## src/rtl/otter_fetch_stage.sv

```systemverilog
// OTTER instruction-fetch stage: owns the PC, issues 1-cycle imem reads and queues {pc, ir} for decode.
// Optional misaligned-redirect fault enabled by defining OTTER_FETCH_MISALIGN_EN.
module otter_fetch_stage #(
   parameter logic [31:0] RESET_VEC = 32'h0000_0000,
   parameter int          DEPTH     = 2
) (
   input  logic        CLK,
   input  logic        RESET_N,
   output logic        imem_rd,
   output logic [31:0] imem_addr,
   input  logic [31:0] imem_rdata,
   output logic        de_valid,
   input  logic        de_ready,
   output logic [31:0] de_pc,
   output logic [31:0] de_ir,
   input  logic        redirect,
   input  logic [31:0] redirect_pc,
   output logic        fetch_misalign
);

   localparam int AW = $clog2(DEPTH);

   logic [31:0] pc_q;
   logic [31:0] req_pc_q;
   logic        inflight_q;
   logic        drop_q;
   logic        halt_q;
   logic [AW:0] wr_ptr_q;
   logic [AW:0] rd_ptr_q;

   logic [31:0] pc_mem [DEPTH];
   logic [31:0] ir_mem [DEPTH];

   logic          empty;
   logic          full;
   logic          pop;
   logic          push;
   logic          issue;
   logic [AW+1:0] occ;
   logic [AW+1:0] level;
   logic [31:0]   target_pc;
   logic          target_misalign;

`ifdef OTTER_FETCH_MISALIGN_EN
   assign target_pc       = redirect_pc;
   assign target_misalign = |redirect_pc[1:0];
`else
   assign target_pc       = redirect_pc & 32'hFFFF_FFFC;
   assign target_misalign = 1'b0;
`endif

   assign empty = (wr_ptr_q == rd_ptr_q);
   assign full  = (wr_ptr_q[AW] != rd_ptr_q[AW]) && (wr_ptr_q[AW-1:0] == rd_ptr_q[AW-1:0]);
   assign occ   = {1'b0, wr_ptr_q - rd_ptr_q};

   assign pop   = de_valid & de_ready;
   assign push  = inflight_q & ~drop_q;

   // Slots already promised (queued + in flight), less the one leaving this cycle.
   assign level = occ + (AW+2)'(inflight_q) - (AW+2)'(pop);
   assign issue = RESET_N & ~redirect & ~halt_q & (level < (AW+2)'(DEPTH));

   always_ff @(posedge CLK or negedge RESET_N) begin
      if (!RESET_N) begin
         pc_q       <= RESET_VEC;
         req_pc_q   <= 32'h0;
         inflight_q <= 1'b0;
         drop_q     <= 1'b0;
         halt_q     <= 1'b0;
         wr_ptr_q   <= '0;
         rd_ptr_q   <= '0;
      end else if (redirect) begin
         pc_q       <= target_pc;
         wr_ptr_q   <= '0;
         rd_ptr_q   <= '0;
         drop_q     <= inflight_q;
         inflight_q <= 1'b0;
         halt_q     <= target_misalign;
      end else begin
         drop_q <= 1'b0;
         if (issue) begin
            pc_q       <= pc_q + 32'd4;
            req_pc_q   <= pc_q;
            inflight_q <= 1'b1;
         end else begin
            inflight_q <= 1'b0;
         end
         if (push) begin
            wr_ptr_q <= wr_ptr_q + 1'b1;
         end
         if (pop) begin
            rd_ptr_q <= rd_ptr_q + 1'b1;
         end
      end
   end

   // Storage carries no reset; the pointers alone define what is valid.
   always_ff @(posedge CLK) begin
      if (push && !redirect) begin
         pc_mem[wr_ptr_q[AW-1:0]] <= req_pc_q;
         ir_mem[wr_ptr_q[AW-1:0]] <= imem_rdata;
      end
   end

   assign imem_rd        = issue;
   assign imem_addr      = pc_q;
   assign de_valid       = ~empty;
   assign de_pc          = de_valid ? pc_mem[rd_ptr_q[AW-1:0]] : 32'h0;
   assign de_ir          = de_valid ? ir_mem[rd_ptr_q[AW-1:0]] : 32'h0;
   assign fetch_misalign = halt_q;

endmodule

```

## config.mk

```make
export PLATFORM = sky130hd
export DESIGN_NAME = otter_fetch_stage
export DESIGN_NICKNAME = d
export VERILOG_FILES = /design/src/rtl/otter_fetch_stage.sv
export SDC_FILE = /design/constraint.sdc
export NUM_CORES = 1
export LEC_CHECK = 0
export ABC_AREA = 0
export ABC_CLOCK_PERIOD_IN_PS = 6550
export BUFFER_PORTS_ARGS = -buffer_cell sky130_fd_sc_hd__clkbuf_2
export CAP_MARGIN = 20
export CORE_MARGIN = 4
export CORE_UTILIZATION = 59
export DETAILED_ROUTE_END_ITERATION = 10
export GPL_TIMING_DRIVEN = 0
export PLACE_DENSITY = 0.83
export SYNTH_ARGS = -nofsm -noshare
export SYNTH_HDL_FRONTEND = slang
export SYNTH_SLANG_ARGS = --single-unit
```

## constraint.sdc

```tcl
create_clock -name CLK -period 6.55 [get_ports CLK]
set_input_delay 0.3275 -clock CLK [delete_from_list [all_inputs] [get_ports CLK]]
set_output_delay 0.3275 -clock CLK [all_outputs]
set_load 0.05 [all_outputs]
```

==> results of run 1 <==
==> registers in the layout, indices dropped and copies added (netlist names) <==
signal	flops
ir_mem	64
pc_mem	60
imem_addr	30
req_pc_q	30
rd_ptr_q	2
wr_ptr_q	2
drop_q	1
inflight_q	1
==> power groups by stage <==
stage	Sequential [uW]	Combinational, uW	Clock, uW
2_1_floorplan	1720	1650	0
3_3_place_gp	1660	2200	0
3_5_place_dp	1680	2240	0
4_1_cts	1660	2250	1070
5_1_grt	1680	2370	1120
6_report	1660	2230	1060
==> cells in the final DEF (no fill, tap or decap), types with 3 or more instances in the layout <==
cell type / instances
clkbuf_2: 158
edfxtp_1: 124
nor2_1: 73
dfrtp_1: 66
mux2i_1: 63
nand2_1: 40
mux2_1: 29
clkbuf_16: 19
clkbuf_1: 17
nand3_1: 16
xor2_1: 15
xnor2_1: 14
o21ai_0: 12
o21ai_1: 11
buf_4: 9
nand4_1: 9
a2111oi_2: 7
and2_1: 6
buf_1: 6
inv_1: 6
nand2b_1: 6
nor2b_1: 5
and3_1: 5
conb_1: 5
or4_1: 4
a211o_1: 4
nor3_1: 3
a22oi_1: 3
ha_1: 3
clkinv_2: 3
clkbuf_8: 3
==> kinds of logic (layout without fill, tap and decap cells) <==
group | count (synthesis) | after routing
XOR/XNOR | 31 | 31
AND/OR/NAND/NOR | 176 | 176
AO/OA/AOI/OAI | 46 | 46
adder cells (fa/ha/maj) | 4 | 4
multiplexers | 93 | 93
other | 1 | 5
flip-flops | 190 | 190
buffers and inverters | 40 | 233
==> per-stage QoR <==
stage / area (um2) / total power [uW] / setup WS (ps) / hold WS, ps
2_1_floorplan: 8104 / 3376 / 2623 / 31.91
3_3_place_gp: 9120 / 3862 / 2058 / 440.4
3_5_place_dp: 9160 / 3920 / 1970 / 150.8
4_1_cts: 9793 / 4973 / 1469 / 79.95
5_1_grt: 9793 / 5173 / 1183 / 78.97
6_report: 9793 / 4944 / 1505 / 99.01
==> routing by layer <==
metal	wire length (um)	vias up	share of wire [%]	global-route usage (%)
met1	7213	2555	42	29.10
li1	-	2469	-	-
met4	397	0	2.3	9.120
met3	989	36	5.8	4.094
met5	0	-	0	0
met2	8566	222	50	37.11
==> timing repair <==
| action | CTS | global route |
|---|---|---|
| endpoints found under the setup margin | 0 | 0 |
| hold buffers | 1 | 0 |
| endpoints found under the hold margin | 66 | 0 |
==> how the worst min path moves through the flow <==
stage / startpoint / endpoint / slack [ps] / cells past startpoint
after global routing: imem_rdata[29] / ir_mem[0][29] / 80 / 1
after detailed placement: RESET_N / req_pc_q[21] / 150 / 1
after CTS: imem_rdata[14] / ir_mem[0][14] / 80 / 1
final: imem_rdata[19] / ir_mem[0][19] / 100 / 1
after floorplan: RESET_N / drop_q / 30 / 0
after global placement: req_pc_q[24] / pc_mem[1][24] / 440 / 0
==> worst max-delay path: stages (launching register included) <==
cell,delay [ps]
dfrtp_1,430
inv_1,90
ha_1,300
and2_1,120
clkbuf_1,430
inv_1,140
and2_1,230
ha_1,270
nand2b_1,150
fa_1,440
xnor2_1,300
xnor2_2,180
nand2_1,200
nor2_1,410
buf_4,290
clkbuf_2,300
==> final cells by class <==
cell class	count	area, um2	area share [%]
inverter	6	22.52	0.2300
buffer	34	171.4	1.750
timing repair buffer	161	835.8	8.535
sequential	190	5375	54.89
tap	176	220.2	2.249
clock inverter	9	102.6	1.048
clock buffer	23	520.5	5.315
multi-input combinational	355	2545	25.99
==> metrics.yaml, run 1 <==
antenna_cells: 0
hp-class: "in -> reg"
synthTopCellsByCount: "124 x edfxtp_1, 73 x nor2_1, 66 x dfrtp_1"
timing.rr.end: "req_pc_q[18]"
setup.worst_path.end: "imem_rd"
max_freq_mhz: 198.2
power.share.clock_pct: 21.4
die_height_um: 125.1
cts_made_buffers: 17
syn2layout_area_growth_pct: 21.07
cts.path.max_buffers: 2
async_reset_ff_share_pct: 34.74
max_slew_margin_pct: 40.55
synth-seq-cells: 190
synth_cells: 581
final_cells: 954
ant_nets: 0
cts_setup_buffers: 0
synth_flop_cell: "edfxtp_1"
dp.cells: 921
worst_clock_skew_ps: 6.448
reg2reg_depth: 15
finalHoldViolations: 0
synthTopCellsByArea: "edfxtp_1 46%, dfrtp_1 20%, mux2i_1 7.8%"
finalCoreUtilization_pct: 73.37
clock-root-buffer: "clkbuf_16"
drt_iter0_drc: 488
fillCellCount: 895
synth_compound_area_share_pct: 4.563
crit_type: "reg -> out"
wl_mm: 17.17
synth.largest_area_cell: "edfxtp_1"
slew_violations: 0
cts_tree: "built"
htree_levels: 4
grt_first_pass_wirelength_mm: 27.43
synth_top_family_by_area: "multiplexers"
synth_most_common_cell: "edfxtp_1"
fin_nets: 837
synthesis.area_um2: 8089
rr_startpoint: "wr_ptr_q[0]"
first_global_vias: 5287
p_per_area_nw_per_um2: 504.8
synthXorXnorAreaFrac_pct: 3.542
num_io_pins: 167
die_w_um: 125.1
die_area_um2: 15650
vias: 5282
antenna_found_initial: 0
yosys_warnings: 0
drt-wirelength-per-cell_um: 17.99
grt_usage_pct: 22.25
post-route-period-util_pct: 77.02
grt_max_degree: 68
gr-total-overflow: 0
clk_latency_ps: 420
crit_arrival_ps: 4720
ys_seq_area_share_pct: 66.45
synth_edf_count: 124
cts_resized: 0
synthMuxAreaShare_pct: 11.97
synthSimpleGateAreaFrac_pct: 10.32
synthAdderAreaFrac_pct: 0.7115
clk_pin_slew_ps: 70
ys_types: 44
port_buffers: 159
setup_viol: 0
end_kind: "output port"
drc_errors: 0
switching_share_pct: 44.13
irDropWorstVdd_mv: 0.2359
fin_tns_setup_ps: 0
maxCapViolations: 0
power_frac_comb_pct: 45.1
p_int_uw: 2762
min_period_ps: 5045
synth_top_area_share_pct: 46.03
dp_hpwl_mm: 11.85
pwr-share-seq_pct: 33.5
switchingPower_uw: 2182
tightest_slew_ps: 891.7
path_max_fanout: 10
via_per_inst: 5.537
rsz0062_at_grt: "no"
startpoint: "wr_ptr_q[0]"
synth_area_per_cell_um2: 13.92
startpoint_type: "register"
place_congestion: 0.8912
num_rows: 42
core_area_um2: 13350
run_status: "complete, no violations"
start_util_pct: 60.60
cts.sinks: 190
leakage_uw: 0.003827
first_pass_iters: 5
drive_above_1_share_pct: 28.28
crit_required_ps: 6220
reg2reg_slack_ps: 2080
(Power assumes the default switching activity.)
==> run 2: changes to the inputs <==
--- a/config.mk
+++ b/config.mk
@@ -6,14 +6,14 @@
 export NUM_CORES = 1
 export LEC_CHECK = 0
 export ABC_AREA = 0
-export ABC_CLOCK_PERIOD_IN_PS = 6550
+export ABC_CLOCK_PERIOD_IN_PS = 4440
 export BUFFER_PORTS_ARGS = -buffer_cell sky130_fd_sc_hd__clkbuf_2
 export CAP_MARGIN = 20
 export CORE_MARGIN = 4
-export CORE_UTILIZATION = 59
+export CORE_UTILIZATION = 49
 export DETAILED_ROUTE_END_ITERATION = 10
 export GPL_TIMING_DRIVEN = 0
-export PLACE_DENSITY = 0.83
+export PLACE_DENSITY = 0.73
 export SYNTH_ARGS = -nofsm -noshare
 export SYNTH_HDL_FRONTEND = slang
 export SYNTH_SLANG_ARGS = --single-unit
==> constraint.sdc (replaced) <==
create_clock -name CLK -period 4.44 [get_ports CLK]
set_input_delay 0.222 -clock CLK [delete_from_list [all_inputs] [get_ports CLK]]
set_output_delay 0.222 -clock CLK [all_outputs]
set_load 0.05 [all_outputs]
==> run 2 against run 1 <==
Core utilization shrank 9.7 points; global-route usage is 2.8 points lower; first-iteration DRC count fell by 45%; register-to-register slack got worse by 1600 ps; hold slack got worse by 84 ps; wire length up 3.8%; critical path type unchanged; critical endpoint unchanged.
==> metrics.yaml, run 2 (same netlist as run 1, synthesis figures left out) <==
wl_mm: 17.81  # was 17.17 mm
switching_share_pct: 45.05  # was 44.13%
tightest_slew_ps: 902.2  # was 891.7 ps
dp_hpwl_mm: 12.29  # was 11.85 mm
gr-total-overflow: 0  # unchanged
drc_errors: 0  # unchanged
maxCapViolations: 0  # unchanged
crit_type: "reg -> out"  # unchanged
end_kind: "output port"  # unchanged
cts_made_buffers: 17  # unchanged
fin_nets: 874  # was 837
cts.path.max_buffers: 2  # unchanged
place_congestion: 0.8460  # was 0.8912
cts_setup_buffers: 0  # unchanged
drt_iter0_drc: 268  # was 488
clk_latency_ps: 420  # about the same
dp_slack_ps: -68.47  # was 1970 ps
startpoint_type: "register"  # unchanged
num_io_pins: 167  # unchanged
switchingPower_uw: 3326  # was 2182 uW
slew_violations: 0  # unchanged
largest_reg_flops: 64  # unchanged
crit_required_ps: 4220  # was 6220 ps
drive_above_1_share_pct: 27.61  # was 28.28%
crit_arrival_ps: 3940  # was 4720 ps
finalHoldViolations: 0  # unchanged
first_pass_iters: 5  # unchanged
max_slew_margin_pct: 39.85  # was 40.55%
postPlaceCellArea_um2: 9210  # was 9160 um2
reg2reg_slack_ps: 530  # was 2080 ps
die_height_um: 136.5  # was 125.1 um
leakage_uw: 0.003989  # was 0.003827 uW
final_common_cell: "clkbuf_2"  # unchanged
p_per_area_nw_per_um2: 721.7  # was 504.8 nW/um2
setup_viol: 0  # unchanged
start_util_pct: 50.37  # was 60.60%
power_frac_comb_pct: 45.6  # was 45.1%
holdWs_ps: 15.05  # was 99.01 ps
clock-root-buffer: "clkbuf_16"  # unchanged
die_area_um2: 18630  # was 15,650 um2
multiInputGateArea_um2: 2557  # was 2545 um2
post-route-period-util_pct: 93.81
antenna_found_initial: 0  # unchanged
port_buffers: 159  # unchanged
irDropWorstVdd_mv: 0.3878  # was 0.2359 mV
htree_levels: 4  # unchanged
path_max_fanout: 10  # unchanged
hp-class: "in -> reg"  # unchanged
fillCellCount: 1192  # was 895
core_area_um2: 16060  # was 13,350 um2
first_global_vias: 5365  # was 5,287
final_cell_mix: "157 x clkbuf_2, 124 x edfxtp_1, 72 x nor2_1"  # was 158 x clkbuf_2, 124 x edfxtp_1, 73 x nor2_1
max_freq_mhz: 240.1
min_period_ps: 4165
syn2layout_area_growth_pct: 26.47  # was 21.07%
grt_first_pass_wirelength_mm: 27.74  # was 27.43 mm
cts_tree: "built"  # unchanged
worst_clock_skew_ps: 7.686  # was 6.448 ps
grt_max_degree: 64  # was 68
drt-wirelength-per-cell_um: 17.28  # was 17.99 um
clk_pin_slew_ps: 70  # about the same
power.share.clock_pct: 21.3  # was 21.4%
grt_usage_pct: 19.48  # was 22.25%
worst_slack_ps: 274.8  # was 1505 ps
p_int_uw: 4056  # was 2762 uW
num_rows: 46  # was 42
run_status: "complete, no violations"  # unchanged
die_w_um: 136.5  # was 125.1 um
cts.sinks: 190  # unchanged
pwr-share-seq_pct: 33.1  # was 33.5%
via_per_inst: 5.174  # was 5.537
rsz0062_at_grt: "no"  # unchanged
antenna_cells: 0  # unchanged
fin_area_um2: 10230  # was 9793 um2
register_area_um2: 5375  # unchanged
vias: 5334  # was 5,282
ant_nets: 0  # unchanged
-- run 2: power groups by stage --
stage,Combinational [uW],Sequential [uW],Clock [uW]
after CTS,3370,2450,1600
final,3360,2450,1570
after detailed placement,3320,2480,0
after global placement,3260,2460,0
after floorplan,2440,2540,0
after global routing,3570,2480,1680
-- run 2: metrics by stage --
step	instances	setup TNS [ps]	util [%]	power [uW]
final	1031	0	63.71	7382
after global routing	1031	0	63.71	7733
after CTS	1031	0	63.67	7417
after detailed placement	961	-342.0	57.36	5805
after global placement	960	0	57.11	5716
after floorplan	585	0	-	4980
-- run 2: cell type report --
type,count,area share [%]
tap,216,2.642
clock inverter,14,1.639
clock buffer,18,4.403
timing repair buffer,199,11.91
multi-input combinational,355,25.00
inverter,6,0.2202
sequential,190,52.54
buffer,33,1.639
-- run 2: critical path: stages, from the launching register on --
cell and delay, ps:
dfrtp_1 410, inv_1 90, ha_1 310, and2_4 230
inv_1 90, and2_1 190, ha_1 280, nand2b_1 160
fa_1 460, xnor2_1 280, xnor2_2 180, nand2_2 170
nor2_4 190, buf_4 230, clkbuf_4 260
-- run 2: final timing paths --
check	from	cells after the start	to
max	wr_ptr_q[0]	14	imem_rd
min	redirect_pc[7]	3	imem_addr[7]
max reg2reg	wr_ptr_q[0]	13	imem_addr[30]
min reg2reg	req_pc_q[31]	0	pc_mem[1][31]
max in group asynchronous	RESET_N	3	imem_addr[12]
min in group asynchronous	RESET_N	2	req_pc_q[24]
-- run 2: what timing repair did --
action,in CTS,in global routing
hold buffers,39,0
gates resized for setup,3,4
setup endpoints to repair,30,1
endpoints found under the hold margin,136,0
-- run 2: routing by layer --
layer,track usage (%),routed length [um]
met5,0,0
met3,3.627,1026
met4,6.663,280
met2,32.69,8977
met1,25.58,7529
==> run 3: changes to the inputs <==
--- a/config.mk
+++ b/config.mk
@@ -13,7 +13,7 @@
 export CORE_UTILIZATION = 49
 export DETAILED_ROUTE_END_ITERATION = 10
 export GPL_TIMING_DRIVEN = 0
-export PLACE_DENSITY = 0.73
+export PLACE_DENSITY_LB_ADDON = 0.05
 export SYNTH_ARGS = -nofsm -noshare
 export SYNTH_HDL_FRONTEND = slang
 export SYNTH_SLANG_ARGS = --single-unit
==> run 3 against run 2 <==
Clock-buffer cell count up 3; combinational power about the same; fmax decreased by 0.66%; global-route usage down 0.19 points; power is 2.9% lower; core utilization decreased by 0.53 points; setup slack got worse by 28 ps; largest cell class unchanged; clock power is 11% lower; critical endpoint unchanged; first-iteration DRC count fell by 22%; critical path depth did not move; wire length is 1.1% lower; die area did not move.
==> metrics.yaml, run 3 (same netlist as run 1, synthesis figures left out) <==
run_status: "complete, no violations"  # unchanged
clock-root-buffer: "clkbuf_16"  # unchanged
grt_first_pass_wirelength_mm: 27.41  # was 27.74 mm
dp_hpwl_mm: 12.21  # was 12.29 mm
cts_setup_buffers: 0  # unchanged
reg2reg_slack_ps: 560  # was 530 ps
timing.rr.end: "imem_addr[30]"  # unchanged
fillCellCount: 1302  # was 1,192
post-route-period-util_pct: 94.43  # was 93.81%
dp.cells: 961  # unchanged
wl_mm: 17.61  # was 17.81 mm
ant_nets: 0  # unchanged
startpoint_type: "register"  # unchanged
cp_cell_sequence: "inv_1 > ha_1 > and2_2 > inv_1 > and2_1 > ha_1 > nand2b_1 > fa_1 > xnor2_1 > xnor2_2 > nand2_2 > nor2_4 > buf_4 > clkbuf_4"  # was inv_1 > ha_1 > and2_4 > inv_1 > and2_1 > ha_1 > nand2b_1 > fa_1 > xnor2_1 > xnor2_2 > nand2_2 > nor2_4 > buf_4 > clkbuf_4
drc_errors: 0  # unchanged
core_area_um2: 16060  # unchanged
worst_clock_skew_ps: 8.538  # was 7.686 ps
irDropWorstVdd_mv: 0.3829  # was 0.3878 mV
clk_pin_slew_ps: 70  # about the same
syn2layout_area_growth_pct: 25.41  # was 26.47%
finalCoreUtilization_pct: 63.18  # was 63.71%
cp_top_family: "adder cells"  # unchanged
cts_tree: "built"  # unchanged
startpoint: "wr_ptr_q[0]"  # unchanged
rsz0062_at_grt: "no"  # unchanged
tightest_slew_ps: 928.4  # was 902.2 ps
drt-wirelength-per-cell_um: 17.08  # was 17.28 um
wl_met2_mm: 8.619  # was 8.977 mm
largest_reg_flops: 64  # unchanged
crit_slowest_cell: "fa_1"  # unchanged
p_per_area_nw_per_um2: 706.4  # was 721.7 nW/um2
antenna_cells: 0  # unchanged
antenna_found_initial: 0  # unchanged
setup_viol: 0  # unchanged
leakage_uw: 0.003929  # was 0.003989 uW
met1Wirelength_mm: 7.768  # was 7.529 mm
reg2reg_depth: 13  # unchanged
wl_met3_mm: 1.055  # was 1.026 mm
max_freq_mhz: 238.5  # was 240.1 MHz
hp-class: "in -> reg"  # unchanged
drt_iter0_drc: 209  # was 268
crit_cells: 14  # unchanged
crit_required_ps: 4220  # about the same
via_per_inst: 5.121  # was 5.174
grt_usage_pct: 19.30  # was 19.48%
final_cell_mix: "157 x clkbuf_2, 124 x edfxtp_1, 72 x nor2_1"  # unchanged
grt_max_degree: 63  # was 64
fin_area_um2: 10140  # was 10,230 um2
postPlaceCellArea_um2: 9210  # unchanged
slowest_delay_ps: 440  # was 460 ps
die_area_um2: 18630  # unchanged
cts_made_buffers: 17  # unchanged
final_common_cell: "clkbuf_2"  # unchanged
vias: 5280  # was 5,334
finalHoldViolations: 0  # unchanged
die_w_um: 136.5  # unchanged
fin_nets: 874  # unchanged
cts.path.max_buffers: 2  # unchanged
crit_arrival_ps: 3970  # was 3940 ps
p_total_uw: 7166  # was 7382 uW
rr_startpoint: "wr_ptr_q[0]"  # unchanged
first_global_vias: 5132  # was 5,365
path_max_fanout: 10  # unchanged
place_congestion: 0.8498  # was 0.8460
cts.sinks: 190  # unchanged
die_height_um: 136.5  # unchanged
end_kind: "output port"  # unchanged
port_buffers: 159  # unchanged
clk_latency_ps: 420  # about the same
drive_above_1_share_pct: 26.87  # was 27.61%
num_rows: 46  # unchanged
setup.worst_path.end: "imem_rd"  # unchanged
fin_tns_setup_ps: 0  # unchanged
maxCapViolations: 0  # unchanged
first_pass_iters: 4  # was 5
slew_violations: 0  # unchanged
min_period_ps: 4193  # was 4165 ps
crit_buf_inv: 4  # unchanged
crit_type: "reg -> out"  # unchanged
num_io_pins: 167  # unchanged
final_cells: 1031  # unchanged
gr-total-overflow: 0  # unchanged
top_layer: "met4"  # unchanged
htree_levels: 4  # unchanged
max_slew_margin_pct: 38.11  # was 39.85%
start_util_pct: 50.37  # unchanged
-- run 3: where the power goes --
part	leakage [uW]	switching [uW]	internal, uW
Clock	0.000246	617	769
Combinational	0.00176	2420	909
Sequential	0.00193	198	2250
-- run 3: layout make-up --
cell class	count	area [um2]	area share (%)
Timing Repair Buffer	199	1219	12.01
Inverter	6	22.52	0.2220
Multi-Input combinational cell	355	2556	25.20
Buffer	33	167.7	1.653
Sequential cell	190	5375	52.98
Clock buffer	21	440.4	4.341
Clock inverter	11	93.84	0.9250
Tap cell	216	270.3	2.664
-- run 3: worst min-delay path, cell delays in order --
cell,delay (ps)
clkbuf_2,80
nand2_1,40
o21ai_1,60
-- run 3: metrics by stage --
step	setup slack [ps]	hold slack [ps]
after floorplan	513.2	-73.59
after global placement	164.3	412.3
after detailed placement	57.10	136.0
after CTS	21.82	0.2845
after global routing	9.629	25.18
final	247.1	19.48
-- run 3: worst min-delay path by stage --
stage                          startpoint            end  cells after the start
after global routing       redirect_pc[9]   imem_addr[9]                      3
after floorplan                   RESET_N         drop_q                      0
final                     redirect_pc[23]  imem_addr[23]                      3
after global placement      imem_rdata[8]   ir_mem[0][8]                      1
after CTS                 redirect_pc[23]  imem_addr[23]                      3
after detailed placement          RESET_N   req_pc_q[27]                      1
-- run 3: repair_timing --
item                       in CTS  in global routing
hold endpoints to repair       84                  0
resized for setup               2                  4
hold buffers                   39                  0
setup endpoints to repair       1                  1
-- run 3: per-layer routing --
layer  track usage [%]  vias up
met4             5.879        0
li1                  -     2542
met3             4.145       14
met2             31.96      143
met5                 0        -
met1             25.64     2581
